$ cat config.mk
export PLATFORM = sky130hd
export DESIGN_NAME = fb_writer_flat
export DESIGN_NICKNAME = d
export VERILOG_FILES = /design/src/rtl/fb_writer_if.sv /design/src/rtl/fb_writer.sv /design/src/flat_wrapper.sv
export SDC_FILE = /design/constraint.sdc
export NUM_CORES = 1
export LEC_CHECK = 0
export BUFFER_PORTS_ARGS = -buffer_cell sky130_fd_sc_hd__clkbuf_2
export CORE_MARGIN = 8
export CORE_UTILIZATION = 35
export CTS_BUF_LIST = sky130_fd_sc_hd__clkbuf_16
export CTS_CLUSTER_DIAMETER = 30
export DETAILED_ROUTE_END_ITERATION = 10
export HOLD_SLACK_MARGIN = 0.08
export SYNTH_ARGS = -nofsm -noshare
export SYNTH_HDL_FRONTEND = slang
export SYNTH_SLANG_ARGS = --single-unit
export TNS_END_PERCENT = 20
$ cat constraint.sdc
create_clock -name clk -period 4.2 [get_ports clk]
set_input_delay 0.42 -clock clk [delete_from_list [all_inputs] [get_ports clk]]
set_output_delay 0.42 -clock clk [all_outputs]
set_load 0.02 [all_outputs]
$ cat src/rtl/fb_writer_if.sv
// fb_writer_if -- bundle of the pixel-request, fill-control and framebuffer
// write-port signals used by fb_writer.
//   Request side : req_valid, req_ready, req_x[9:0], req_y[8:0], req_color[7:0]
//   Fill control : fill_start, fill_color[7:0]
//   Status       : busy, err_oob
//   RAM write    : mem_addr[18:0], mem_data[7:0], mem_we
// The master modport is the requester (the bench or an upstream client); the
// slave modport is fb_writer itself.
interface fb_writer_if;
  logic        req_valid;
  logic        req_ready;
  logic [9:0]  req_x;
  logic [8:0]  req_y;
  logic [7:0]  req_color;
  logic        fill_start;
  logic [7:0]  fill_color;
  logic        busy;
  logic        err_oob;
  logic [18:0] mem_addr;
  logic [7:0]  mem_data;
  logic        mem_we;

  modport master (
    output req_valid, req_x, req_y, req_color, fill_start, fill_color,
    input  req_ready, busy, err_oob, mem_addr, mem_data, mem_we
  );

  modport slave (
    input  req_valid, req_x, req_y, req_color, fill_start, fill_color,
    output req_ready, busy, err_oob, mem_addr, mem_data, mem_we
  );
endinterface

$ cat src/rtl/fb_writer.sv
// fb_writer -- framebuffer pixel writer with full-frame clear.
// Pixel requests are queued in a small FIFO, converted to a linear address
// (y*H_RES + x) in an address stage and written to the framebuffer RAM in a
// write stage, one pixel per cycle. A fill request drains queued pixels, then
// writes fill_color to every address 0..H_RES*V_RES-1.
// Ports:
//   clk  : system clock (also the framebuffer write-port clock)
//   rst  : synchronous active-high reset
//   bus  : fb_writer_if.slave -- request handshake, fill control, status and
//          framebuffer write port
module fb_writer #(
  parameter int H_RES      = 640,
  parameter int V_RES      = 480,
  parameter int FIFO_DEPTH = 4
) (
  input  logic        clk,
  input  logic        rst,
  fb_writer_if.slave  bus
);

  localparam int          AW      = $clog2(FIFO_DEPTH);
  localparam logic [18:0] TOTAL   = 19'(H_RES * V_RES);
  localparam logic [AW:0] PTR_ONE = {{AW{1'b0}}, 1'b1};

  typedef enum logic [1:0] {S_IDLE, S_FILL_WAIT, S_FILL} state_t;

  function automatic logic [18:0] pix_addr(input logic [9:0] x, input logic [8:0] y);
    return 19'(y) * 19'(H_RES) + 19'(x);
  endfunction

  function automatic logic out_of_range(input logic [9:0] x, input logic [8:0] y);
    return (32'(x) >= H_RES) || (32'(y) >= V_RES);
  endfunction

  state_t      r_state;
  logic [AW:0] r_wptr, r_rptr;
  logic [26:0] r_fifo [FIFO_DEPTH];
  logic [18:0] r_cnt;
  logic [7:0]  r_fill_color;

  logic        r_vld_p1, r_oob_p1;
  logic [18:0] r_addr_p1;
  logic [7:0]  r_color_p1;

  logic        r_we_p2, r_oob_p2;
  logic [18:0] r_addr_p2;
  logic [7:0]  r_data_p2;

  logic        w_empty, w_full, w_ready, w_push, w_pop;
  logic [26:0] w_head;
  logic [9:0]  w_x;
  logic [8:0]  w_y;
  logic [7:0]  w_c;

  // Extra pointer MSB distinguishes full from empty when the indices match.
  assign w_empty = (r_wptr == r_rptr);
  assign w_full  = (r_wptr[AW] != r_rptr[AW]) && (r_wptr[AW-1:0] == r_rptr[AW-1:0]);
  // rst gates ready so nothing is accepted while the block is held in reset.
  assign w_ready = !rst && (r_state == S_IDLE) && !w_full;
  assign w_push  = bus.req_valid && w_ready;
  // Queued pixels keep draining in FILL_WAIT; the FIFO is always empty in FILL.
  assign w_pop   = !w_empty && (r_state != S_FILL);
  assign w_head  = r_fifo[r_rptr[AW-1:0]];
  assign {w_x, w_y, w_c} = w_head;

  assign bus.req_ready = w_ready;
  assign bus.busy      = (r_state != S_IDLE) || !w_empty || r_vld_p1 || r_we_p2 || r_oob_p2;
  assign bus.err_oob   = r_oob_p2;
  assign bus.mem_we    = r_we_p2;
  assign bus.mem_addr  = r_addr_p2;
  assign bus.mem_data  = r_data_p2;

  always_ff @(posedge clk) begin
    if (w_push) r_fifo[r_wptr[AW-1:0]] <= {bus.req_x, bus.req_y, bus.req_color};
  end

  always_ff @(posedge clk) begin
    if (rst) begin
      r_state   <= S_IDLE;
      r_wptr    <= '0;
      r_rptr    <= '0;
      r_cnt     <= '0;
      r_vld_p1  <= 1'b0;
      r_oob_p1  <= 1'b0;
      r_we_p2   <= 1'b0;
      r_oob_p2  <= 1'b0;
      r_addr_p2 <= '0;
      r_data_p2 <= '0;
    end else begin
      if (w_push) r_wptr <= r_wptr + PTR_ONE;
      if (w_pop)  r_rptr <= r_rptr + PTR_ONE;

      // ---- p1: address stage (FIFO head -> linear address) ----
      r_vld_p1 <= w_pop;
      r_oob_p1 <= w_pop && out_of_range(w_x, w_y);
      if (w_pop) begin
        r_addr_p1  <= pix_addr(w_x, w_y);
        r_color_p1 <= w_c;
      end

      // ---- p2: write stage (RAM write port / drop report) ----
      r_we_p2  <= r_vld_p1 && !r_oob_p1;
      r_oob_p2 <= r_vld_p1 && r_oob_p1;
      if (r_vld_p1 && !r_oob_p1) begin
        r_addr_p2 <= r_addr_p1;
        r_data_p2 <= r_color_p1;
      end

      case (r_state)
        S_IDLE: begin
          if (bus.fill_start) begin
            r_state      <= S_FILL_WAIT;
            r_fill_color <= bus.fill_color;
          end
        end
        S_FILL_WAIT: begin
          if (w_empty && !r_vld_p1) begin
            r_state <= S_FILL;
            r_cnt   <= '0;
          end
        end
        S_FILL: begin
          // The counter runs one past the last address so the final fill write
          // is still issued from FILL and IDLE begins with mem_we low.
          if (r_cnt != TOTAL) begin
            r_we_p2   <= 1'b1;
            r_addr_p2 <= r_cnt;
            r_data_p2 <= r_fill_color;
            r_cnt     <= r_cnt + 19'd1;
          end else begin
            r_state <= S_IDLE;
            r_cnt   <= '0;
          end
        end
        default: r_state <= S_IDLE;
      endcase
    end
  end

endmodule

$ cat src/flat_wrapper.sv
// flat-port wrapper written by rule: the top's interface ports become plain ports
module fb_writer_flat 
#(
  parameter int H_RES      = 640,
  parameter int V_RES      = 480,
  parameter int FIFO_DEPTH = 4
)
  (clk, rst, bus_req_valid, bus_req_x, bus_req_y, bus_req_color, bus_fill_start, bus_fill_color, bus_req_ready, bus_busy, bus_err_oob, bus_mem_addr, bus_mem_data, bus_mem_we);
  fb_writer_if bus_i ();
  input  logic clk;
  input  logic rst;
  input wire logic [$bits(bus_i.req_valid)-1:0] bus_req_valid;
  input wire logic [$bits(bus_i.req_x)-1:0] bus_req_x;
  input wire logic [$bits(bus_i.req_y)-1:0] bus_req_y;
  input wire logic [$bits(bus_i.req_color)-1:0] bus_req_color;
  input wire logic [$bits(bus_i.fill_start)-1:0] bus_fill_start;
  input wire logic [$bits(bus_i.fill_color)-1:0] bus_fill_color;
  output wire logic [$bits(bus_i.req_ready)-1:0] bus_req_ready;
  output wire logic [$bits(bus_i.busy)-1:0] bus_busy;
  output wire logic [$bits(bus_i.err_oob)-1:0] bus_err_oob;
  output wire logic [$bits(bus_i.mem_addr)-1:0] bus_mem_addr;
  output wire logic [$bits(bus_i.mem_data)-1:0] bus_mem_data;
  output wire logic [$bits(bus_i.mem_we)-1:0] bus_mem_we;
  assign bus_i.req_valid = bus_req_valid;
  assign bus_i.req_x = bus_req_x;
  assign bus_i.req_y = bus_req_y;
  assign bus_i.req_color = bus_req_color;
  assign bus_i.fill_start = bus_fill_start;
  assign bus_i.fill_color = bus_fill_color;
  assign bus_req_ready = bus_i.req_ready;
  assign bus_busy = bus_i.busy;
  assign bus_err_oob = bus_i.err_oob;
  assign bus_mem_addr = bus_i.mem_addr;
  assign bus_mem_data = bus_i.mem_data;
  assign bus_mem_we = bus_i.mem_we;
  fb_writer #(.H_RES(H_RES), .V_RES(V_RES), .FIFO_DEPTH(FIFO_DEPTH)) u_core (.clk(clk), .rst(rst), .bus(bus_i));
endmodule
==> impl_metrics.env <==
export IMPL_final_net_count=716
export IMPL_routed_wl_um=17900
export IMPL_cpMostUsedCell="ha_1"
export IMPL_mappedNetlistArea_mm2=0.00848
export IMPL_setup_viol=0
export IMPL_mappedNetlistNets=621
export IMPL_first_global_vias=5266
export IMPL_post_layout_total_power_mw=8.00
export IMPL_crit_type="reg2reg"
export IMPL_clk_latency_ns=0.49
export IMPL_floorplan_initialDensity=0.353
export IMPL_static_leakage_power_nw=3.75
export IMPL_synth_top_cell_area_share=0.506
export IMPL_hold_violations=0
export IMPL_detailedPlacementHpwl_um=11900
export IMPL_drt_iter0_markers=243
export IMPL_placeable_core_region_mm2=0.0240
export IMPL_synth_warning_count=0
export IMPL_delay_of_the_slowest_cell_on_the_worst_path_ns=0.61
export IMPL_max_cap_viol_count=0
export IMPL_postRouteAntennaNets=0
export IMPL_power_per_cell_area_mw_per_mm2=766
export IMPL_worstSetupEndpointType="register"
export IMPL_tritoncts="done"
export IMPL_cts_clk_slew_worst_paths_ns=0.05
export IMPL_cts_sinks=203
export IMPL_worstHoldPathCells=1
export IMPL_post_synth_top_count_cell="edfxtp_1"
export IMPL_drt_drc_violations_left=0
export IMPL_multi_input_area_mm2=0.00280
export IMPL_regToRegSetupSlack_ns=0.45
export IMPL_critical_path_cell_chain="mux4_2, ha_1, ha_1, fa_1, a211oi_1, o21bai_1, a21oi_1, or2_2, a2111oi_2, a211o_1"
export IMPL_rr_worst_depth=10
export IMPL_final_design_area_no_fill_mm2=0.0104
export IMPL_relSlewSlack=0.249
export IMPL_outcome="finished, final reports clean"
export IMPL_critPathLaunchType="register"
export IMPL_worstPathRequired_ns=4.44
export IMPL_final_seq_area_mm2=0.00550
export IMPL_tightest_slew_ns=1.12
export IMPL_grt_start_max_net_pins=45
export IMPL_timing_max_transition_violations_final=0
export IMPL_ys_dominant_reg_cell="edfxtp_1"
export IMPL_drive_gt1_frac=0.296
export IMPL_vias=4829
export IMPL_fmax_ghz=0.267
export IMPL_num_rows=57
export IMPL_numPlacedInstances=934
export IMPL_postCtsSetupRepairBufs=0
export IMPL_power_ir_vdd_worst_mv=0.369
export IMPL_cell_with_the_largest_stage_delay_on_the_worst_path="dfxtp_2"
export IMPL_clock_skew_final_ns=0.0131
export IMPL_async_flop_share=0
export IMPL_final_cells=1000
export IMPL_synth_seq_cells=203
export IMPL_detail_route_wl_per_cell_um=17.9
export IMPL_worst_ep_arrival_time_ns=3.99
export IMPL_hold_path_class="in2reg"
export IMPL_final_period_minus_worst_setup_slack_ns=3.75
export IMPL_rsz_0062_raised_after_global_routing="no"
export IMPL_pin_count=70
export IMPL_post_route_period_util=0.893
export IMPL_io_buffers=69
export IMPL_summed_negative_setup_slack_over_all_endpoints_ns=0
export IMPL_postCtsResizedCells=0
export IMPL_postSynthCellCount=556
export IMPL_clock_path_buffers=3
export IMPL_register_area_share_after_synthesis=0.648
export IMPL_tritoncts_num_buffers=39
export IMPL_number_of_antenna_repair_diodes=0
export IMPL_grt_overflow=0
export IMPL_track_usage=0.125
export IMPL_synth_edff_count=143
export IMPL_cts_htree_levels=2
export IMPL_worstPathMaxFanout=13
export IMPL_final_core_util=0.434
export IMPL_post_synth_main_area_contributors="edfxtp_1 51%, dfxtp_1 14%, mux4_2 7.2%, ha_1 3.5%, a211oi_2 3.2%"
export IMPL_hold_path_end="u_core.r_fill_color[0]"
export IMPL_post_dp_cell_area_mm2=0.00917
export IMPL_cts_root_buffer_cell="clkbuf_16"
export IMPL_post_synth_num_cell_types=48
export IMPL_post_synth_top_area_cell="edfxtp_1"
export IMPL_rr_endpoint="u_core.r_addr_p1[18]"
export IMPL_first_pass_iteration_count_of_the_detailed_router=4
export IMPL_min_from="bus_fill_color[0]"
export IMPL_gpl_final_weighted_congestion=0.825
export IMPL_post_drt_via_cell_ratio=4.83
export IMPL_die_area_mm2=0.0295
export IMPL_die_width_um=172
export IMPL_post_synth_most_frequent_cells="143 x edfxtp_1, 67 x nor2_1, 60 x dfxtp_1, 27 x mux4_2, 26 x mux2i_1"
export IMPL_hold_buffers=0
export IMPL_grt_antenna_before_repair=0
export IMPL_grt_pass1_wl_um=28800
export IMPL_num_fill_cells=2157
export IMPL_synthesized_area_per_cell_um2=15.3
export IMPL_die_height_um=172
export IMPL_syn_to_final_growth_pct=23.1
state kept, by name, indices dropped and copies added (netlist names), named ones only:
signal and count:
u_core.bus.mem_addr 19, u_core.bus.err_oob 1, u_core.r_fill_color 8, u_core.r_cnt 19, u_core.r_color_p1 8, u_core.bus.mem_we 1, u_core.r_rptr 3, u_core.r_addr_p1 19
u_core.r_fifo 108, u_core.r_oob_p1 1, u_core.r_state 2, u_core.bus.mem_data 8, u_core.r_vld_p1 1, u_core.r_wptr 3
where the power goes:
group | leakage (nW) | switching [mW] | internal (mW) | total (mW)
Combinational | 1.31 | 1.35 | 0.940 | 2.29
Sequential | 1.79 | 0.171 | 2.55 | 2.72
Clock | 0.646 | 0.939 | 2.04 | 2.98
logic make-up (layout without fill, tap and decap cells):
| family | after synthesis | after routing | synth area share |
|---|---|---|---|
| and+or+nand+nor | 135 | 135 | 0.0765 |
| DFF | 203 | 203 | 0.648 |
| buffers and inverters | 36 | 156 | 0.0236 |
| xor gates and xnor gates | 39 | 39 | 0.0403 |
| AOI/OAI and AO/OA | 62 | 62 | 0.0668 |
| adders and majority gates | 26 | 26 | 0.0401 |
| muxes | 55 | 55 | 0.105 |
layer usage:
| metal | wire length, um | vias up | GRT usage |
|---|---|---|---|
| li1 | - | 2307 | - |
| met1 | 7810 | 2389 | 0.152 |
| met2 | 8890 | 101 | 0.213 |
| met3 | 753 | 32 | 0.0289 |
| met4 | 422 | 0 | 0.0473 |
| met5 | 0 | - | 0 |
stage by stage:
step,hold WS [ns],setup WS (ns)
after CTS,0.0848,0.426
after floorplan,0.418,0.597
after detailed placement,0.489,0.432
after global routing,0.0857,0.0891
final,0.111,0.449
after global placement,0.480,0.534
layout make-up:
cell class / count / area share
tap: 324 / 0.0388
sequential: 203 / 0.526
clock buffer: 39 / 0.0935
clock inverter: 27 / 0.0285
multi-input combinational: 317 / 0.268
timing repair buffer: 80 / 0.0410
inverter: 10 / 0.00359
cells in the final DEF (no fill, tap or decap), drive strengths merged, types with 7 or more instances in the layout:
cell | Yosys | layout
clkinv | 0 | 8
clkbuf | 9 | 108
inv | 10 | 20
nand3 | 7 | 7
o21ai | 8 | 8
edfxtp | 143 | 143
nor3 | 14 | 14
mux2i | 26 | 26
dfxtp | 60 | 60
buf | 17 | 11
nand2 | 14 | 14
xor2 | 18 | 18
nor2 | 67 | 67
a21oi | 9 | 9
ha | 24 | 24
nand4 | 8 | 8
xnor2 | 21 | 21
a211oi | 28 | 28
mux4 | 27 | 27
worst max-delay path: cells and delay by family (launching register included):
family | cells | cell delay [ns]
and+or+nand+nor | 1 | 0.18
DFF | 1 | 0.61
AOI/OAI and AO/OA | 5 | 1.14
muxes | 1 | 0.61
adders and majority gates | 3 | 0.96
worst max-delay path by stage:
stage / to / slack (ns)
2_1_floorplan: u_core.r_addr_p1[18] / 0.60
3_3_place_gp: u_core.r_addr_p1[18] / 0.53
3_5_place_dp: u_core.r_addr_p1[18] / 0.43
4_1_cts: u_core.r_addr_p1[18] / 0.43
5_1_grt: u_core.r_addr_p1[18] / 0.09
6_report: u_core.r_addr_p1[18] / 0.45
Power figures use the tool's default switching activity.
